==> config.mk <==
export PLATFORM = sky130hd
export DESIGN_NAME = exec_alu_unit
export DESIGN_NICKNAME = d
export VERILOG_FILES = /design/src/rtl/exec_alu_unit.sv
export SDC_FILE = /design/constraint.sdc
export NUM_CORES = 1
export LEC_CHECK = 0
export BUFFER_PORTS_ARGS = -buffer_cell sky130_fd_sc_hd__buf_2
export CORE_ASPECT_RATIO = 0.9
export CORE_MARGIN = 1
export CORE_UTILIZATION = 60
export CTS_BUF_LIST = sky130_fd_sc_hd__clkbuf_8
export DETAILED_ROUTE_END_ITERATION = 6
export GPL_TIMING_DRIVEN = 0
export MAX_ROUTING_LAYER = met4
export PLACE_DENSITY = 0.87
export SLEW_MARGIN = 20
export SYNTH_ARGS = -nofsm -noshare
export SYNTH_HDL_FRONTEND = slang
export SYNTH_SLANG_ARGS = --single-unit
==> constraint.sdc <==
create_clock -name clk -period 5.2 [get_ports clk]
set_input_delay 0.78 -clock clk [delete_from_list [all_inputs] [get_ports clk]]
set_output_delay 0.78 -clock clk [all_outputs]
set_load 0.01 [all_outputs]
==> src/rtl/exec_alu_unit.sv <==
// rtl/exec_alu_unit.sv - registered ALU with valid/ready handshake
// Define EXEC_ALU_MUL_EN to build the iterative shift-add multiplier (BUSY state).
module exec_alu_unit #(
  parameter int N = 64
) (
  input  logic         clk,
  input  logic         reset,
  input  logic         in_valid,
  output logic         in_ready,
  input  logic [10:0]  funct,
  input  logic [1:0]   aluop,
  input  logic [N-1:0] a,
  input  logic [N-1:0] b,
  output logic         out_valid,
  input  logic         out_ready,
  output logic [N-1:0] result,
  output logic         zero,
  output logic         illegal
);

`ifdef EXEC_ALU_MUL_EN
  typedef enum logic [1:0] {IDLE = 2'd0, BUSY = 2'd1, DONE = 2'd2} state_t;
`else
  typedef enum logic [1:0] {IDLE = 2'd0, DONE = 2'd2} state_t;
`endif

  typedef enum logic [2:0] {
    OP_ADD, OP_SUB, OP_AND, OP_ORR, OP_PASS, OP_MUL, OP_ILL
  } op_t;

  state_t       state, state_nx;
  op_t          op;
  logic [N-1:0] alu_res;
  logic         accept;
  logic         mul_last;

  assign in_ready  = (state == IDLE) | ((state == DONE) & out_ready);
  assign out_valid = (state == DONE);
  assign accept    = in_valid & in_ready;

  // Decode order matters: the first matching row wins.
  always_comb begin
    op = OP_ILL;
    if (aluop == 2'b00) begin
      op = OP_ADD;
    end else if (aluop == 2'b01) begin
      if (funct[10:3] == 8'b10110100 || funct[10:3] == 8'b10110101)
        op = OP_PASS;
    end else begin
      if (funct == 11'b10001011000)
        op = OP_ADD;
      else if (funct == 11'b11001011000)
        op = OP_SUB;
      else if (funct == 11'b10001010000)
        op = OP_AND;
      else if (funct == 11'b10101010000)
        op = OP_ORR;
      else if (funct[10:1] == 10'b1001000100)
        op = OP_ADD;
      else if (funct == 11'b10011011000) begin
`ifdef EXEC_ALU_MUL_EN
        op = OP_MUL;
`else
        op = OP_ILL;
`endif
      end
    end
  end

  always_comb begin
    alu_res = '0;
    case (op)
      OP_ADD:  alu_res = a + b;
      OP_SUB:  alu_res = a - b;
      OP_AND:  alu_res = a & b;
      OP_ORR:  alu_res = a | b;
      OP_PASS: alu_res = b;
      default: alu_res = '0;
    endcase
  end

`ifdef EXEC_ALU_MUL_EN
  localparam int CW = (N > 1) ? $clog2(N) : 1;

  logic [CW-1:0] cnt;
  logic [N-1:0]  acc, acc_nx, mcand, mplier;

  assign acc_nx   = acc + (mplier[0] ? mcand : '0);
  assign mul_last = (cnt == CW'(N - 1));

  // One multiplier bit per BUSY cycle; operands are latched so input changes are ignored.
  always_ff @(posedge clk or posedge reset) begin
    if (reset) begin
      cnt    <= '0;
      acc    <= '0;
      mcand  <= '0;
      mplier <= '0;
    end else if (accept && op == OP_MUL) begin
      cnt    <= '0;
      acc    <= '0;
      mcand  <= a;
      mplier <= b;
    end else if (state == BUSY) begin
      cnt    <= cnt + CW'(1);
      acc    <= acc_nx;
      mcand  <= mcand << 1;
      mplier <= mplier >> 1;
    end
  end
`else
  assign mul_last = 1'b0;
`endif

  always_ff @(posedge clk or posedge reset) begin
    if (reset)
      state <= IDLE;
    else
      state <= state_nx;
  end

  always_comb begin
    state_nx = state;
    case (state)
      IDLE, DONE: begin
        if (accept) begin
`ifdef EXEC_ALU_MUL_EN
          state_nx = (op == OP_MUL) ? BUSY : DONE;
`else
          state_nx = DONE;
`endif
        end else if (state == DONE && out_ready) begin
          state_nx = IDLE;
        end
      end
`ifdef EXEC_ALU_MUL_EN
      BUSY: begin
        if (mul_last)
          state_nx = DONE;
      end
`endif
      default: state_nx = IDLE;
    endcase
  end

  // Output registers only change on a new accept or multiplier completion, so DONE holds them.
  always_ff @(posedge clk or posedge reset) begin
    if (reset) begin
      result  <= '0;
      zero    <= 1'b0;
      illegal <= 1'b0;
    end else if (accept && op != OP_MUL) begin
      result  <= alu_res;
      zero    <= (alu_res == '0);
      illegal <= (op == OP_ILL);
    end
`ifdef EXEC_ALU_MUL_EN
    else if (state == BUSY && mul_last) begin
      result  <= acc_nx;
      zero    <= (acc_nx == '0);
      illegal <= 1'b0;
    end
`endif
  end

endmodule

==> results of run 1 <==
## cells in the mapped netlist, types with 26 or more instances
cell      number
a21oi_1      146
a31oi_1       38
clkbuf_1      70
dfrtp_1       67
ha_1          66
inv_1         34
nand2_1      224
nand4_1       35
nor2_1        99
nor3_1        26
o21ai_0      106
xnor2_1       61
xor2_1        50
## per-stage QoR
stage | setup slack [ps] | utilization, % | hold slack, ps | area, um2
3_5_place_dp | -2970 | 71.9 | 454 | 11200
3_3_place_gp | -2960 | 71.5 | 447 | 11100
2_1_floorplan | -792 | - | 507 | 9810
4_1_cts | -899 | 83.7 | 321 | 13000
## what timing repair did
item	CTS
gates resized for setup	226
endpoints found under the setup margin	57
buffers inserted	92
pin swaps	98
cloned	1
## cells by family after synthesis
family | synth area share [%]
AND/OR/NAND/NOR | 24.9
AO/OA/AOI/OAI | 33.0
buffers and inverters | 4.80
XOR/XNOR | 10.1
adder cells (fa/ha/maj) | 8.90
flip-flops | 17.4
multiplexers | 0.872
## metal layers
metal  GRT overflow  track usage (%)
met3              0             67.6
met5              -                -
met4              6             78.0
met2              2             93.9
met1              0             83.0
==> impl_metrics.ini, run 1 <==
[global_route]
track_usage_pct = 82.1
grt_max_degree = 58
grt-ovfl-total = 8

[yosys]
yosys.area.top_type = dfrtp_1
synth_top_area_share_pct = 17.4
yosysWarnings = 0
synthCells = 1374
syn_avg_cell_area_um2 = 7.00
ys_seq_elements = 67
synth_edf_count = 0
synth-main-ff-cell = dfrtp_1
netlist_area_um2 = 9610
synthArstFlopShare_pct = 100
seq_area_frac_synth_pct = 17.4
synthesis.nets = 1586
ys_types = 81
synthTopCellsByArea = dfrtp_1, nand2_1, ha_1

[floorplan]
std_cell_rows = 43
die_w_um = 135
die_h_um = 122
initial_core_util_pct = 61.8
pin_count = 213

[run_status]
lastStage = global routing
status = aborted with a tool error
stop_error = [ERROR GRT-0232] Routing congestion too high. Check the congestion heatmap in the GUI.

[clock_tree]
cts.sinks = 67
cts_inserted_buffers = 9
cts_hold_buf = 0
cts-root-buf = clkbuf_8
cts_htree_levels = 3
cts_buffer_depth = 2

[place]
place_congestion = 1.09
dp_cells = 1791
hpwl_mm = 34.1
portBuffers = 211

[sta]
worstEndpointGrtRepair = zero$_DFFE_PP0P_/D
worstEpCategory = sequential cell input
==> inputs of run 2 (changes only) <==
==> config.mk (replaced) <==
export PLATFORM = sky130hd
export DESIGN_NAME = exec_alu_unit
export DESIGN_NICKNAME = d
export VERILOG_FILES = /design/src/rtl/exec_alu_unit.sv
export SDC_FILE = /design/constraint.sdc
export NUM_CORES = 1
export LEC_CHECK = 0
export BUFFER_PORTS_ARGS = -buffer_cell sky130_fd_sc_hd__buf_2
export CORE_MARGIN = 1
export CORE_UTILIZATION = 40
export DETAILED_ROUTE_END_ITERATION = 6
export GPL_TIMING_DRIVEN = 0
export PLACE_DENSITY_LB_ADDON = 0.15
export SLEW_MARGIN = 20
export SYNTH_ARGS = -nofsm -noshare
export SYNTH_HDL_FRONTEND = slang
export SYNTH_SLANG_ARGS = --single-unit
==> run 2 against run 1 <==
Effect of this change:
- the flow now finishes, with violations (negative setup slack)
- synthesized cell count is the same
- area after synthesis unchanged
==> impl_metrics.ini, run 2 <==
[route]
wl_mm = 48.8
drc = 0
avgRoutedWirePerCell_um = 23.9
via_per_inst = 6.36
drt-initial-drc-count = 1440
dr.pass1.iters = 6
postRouteAntennaNets = 0
via_count = 12965

[yosys]
syn_avg_cell_area_um2 = 7.00
synth_edf_count = 0
yosys-top-cells-count = nand2_1, a21oi_1, o21ai_0
netlist_area_um2 = 9610
synthArstFlopShare_pct = 100
yosys.area.top_type = dfrtp_1
synth_top_area_share_pct = 17.4
seq_area_frac_synth_pct = 17.4
synth-main-ff-cell = dfrtp_1
yosysWarnings = 0
ys_seq_elements = 67
synthesis.nets = 1586
ys_types = 81
post-synth-top-count-cell = nand2_1
synthCells = 1374
synthTopCellsByArea = dfrtp_1, nand2_1, ha_1

[global_route]
grt_pass1_wl_mm = 70.4
antenna_found_initial = 0
grt_max_degree = 55
track_usage_pct = 38.2
grt-ovfl-total = 0
grt_pass1_vias = 11845

[pwr]
peakVddDrop_v = 0.000174
leakage_nw = 6.25
power_density_nw_per_um2 = 198
finalPower_w = 0.00278

[sta]
hold_violations = 0
final_max_slew_viol_count = 0
post-route-min-period_ps = 6190
post-route-period-util_pct = 119
worst_slack_ps = -985
tightest_slew_ps = 1280
skew_ps = 3.68
max_clock_freq_ghz = 0.162
slew-limit-headroom_pct = 13.8
hold_ws_ps = 352
setup_viol = 18
rsz0062_at_grt = true

[place]
portBuffers = 211
hpwl_mm = 36.0
pre_cts_ws_ps = -3030
place_congestion = 0.975

[clock_tree]
cts.sinks = 67
cts_buffer_depth = 2
cts_tree = yes
cts_htree_levels = 3
cts.clk_slew.worst_paths_ps = 60
cts-root-buf = clkbuf_16
cts_inserted_buffers = 9
worst_skew_pair.late_latency_ps = 340
cts_hold_buf = 0

[floorplan]
coreArea_um2 = 23500
pin_count = 213
die_w_um = 157
std_cell_rows = 56
die_h_um = 157
dieArea_um2 = 24700
initial_core_util_pct = 40.8

[setup_path]
timing.critical_path.to_type = flip-flop
start_kind = input pin
cp_max_fo = 5
ff2ff_path_depth = 12
r2r-end = zero
rrSetupSlack_ps = 2230
rr_startpoint = state[1]
cp.arrival_ps = 6470
cp.required_ps = 5480
path_class = in2reg

[finish]
largest_register = result
final_cell_mix = nand2_1, buf_2, buf_4
layout_commonest_cell = nand2_1
drive_above_1_share_pct = 34.8
fin_nets = 1927
area_growth_pct = 45.9
diodes = 0
largest_reg_flops = 64

[run_status]
status = finished, violations left
violations = negative setup slack

[min_path]
hold_class = in2async

[flow_run]
max_cap_viol_count = 0
run 2: cell counts after synthesis:
Identical to the previous run, type by type.
run 2: per-layer routing:
layer  GRT usage [%]  wire length (um)
met1            50.8             19900
met2            59.6             21000
met3            7.32              5200
met4            17.8              2680
met5               0                 0
run 2: power by group:
part | switching [W] | internal [W] | leakage, nW | total [W]
sequential | 0.0000524 | 0.000583 | 0.884 | 0.000635
clock | 0.000259 | 0.000521 | 0.181 | 0.000780
combinational | 0.000798 | 0.000564 | 5.18 | 0.00136
run 2: critical path, stage by stage:
cell and delay (ps):
buf_8 90, or4_4 530, or4_4 440, or4_4 570, or3_4 430, nand2b_4 170
buf_4 160, o21ai_2 130, xor2_1 170, ha_1 280, buf_6 140, a21o_1 150
a21o_1 180, a21oi_2 140, o211ai_1 160, a2111o_1 510, a311oi_4 390, nor4_1 80
nor2_1 150, xor2_1 220, o22ai_2 120, nor4_2 270, a32o_1 200
run 2: cell families (layout without fill, tap and decap cells):
kind of cell | count (synthesis) | after routing | share of synthesized area (%)
XOR/XNOR | 111 | 111 | 10.1
AND/OR/NAND/NOR | 502 | 502 | 24.9
buffers and inverters | 121 | 467 | 4.80
AO/OA/AOI/OAI | 497 | 497 | 33.0
flip-flops | 67 | 67 | 17.4
adder cells (fa/ha/maj) | 68 | 68 | 8.90
multiplexers | 8 | 8 | 0.872
run 2: worst max-delay path by stage:
stage,start,end,slack (ps),cells past startpoint
floorplan,b[14],zero,-790,21
global placement,funct[4],zero,-2880,21
detailed placement,funct[4],zero,-3030,21
CTS,b[15],zero,-960,22
global route,b[0],zero,-1200,24
finish,b[15],zero,-990,23
run 2: repair_timing:
action / CTS / global route
setup buffers: 99 / 46
resized for setup: 211 / 106
pin swaps: 90 / 94
endpoints found under the setup margin: 57 / 40
endpoints found under the hold margin: 0 / 0
run 2: layout make-up:
| type | instances | area, um2 |
|---|---|---|
| Inverter | 34 | 130 |
| Timing Repair Buffer | 357 | 2290 |
| Tap cell | 319 | 399 |
| Clock inverter | 7 | 146 |
| Fill cell | 2195 | 9520 |
| Buffer | 60 | 434 |
| Clock buffer | 9 | 225 |
| Multi-Input combinational cell | 1186 | 8720 |
| Sequential cell | 67 | 1680 |
run 2: metrics by stage:
stage	utilization [%]	cell area, um2	TNS, ps	instances
floorplan	-	9810	-4060	1374
global placement	47.9	11300	-81590	1904
detailed placement	48.1	11300	-84540	1907
CTS	56.5	13300	-6460	2000
global route	59.6	14000	-12350	2039
finish	59.6	14000	-8780	2039
Note: power is estimated with default switching activity, not from simulation.
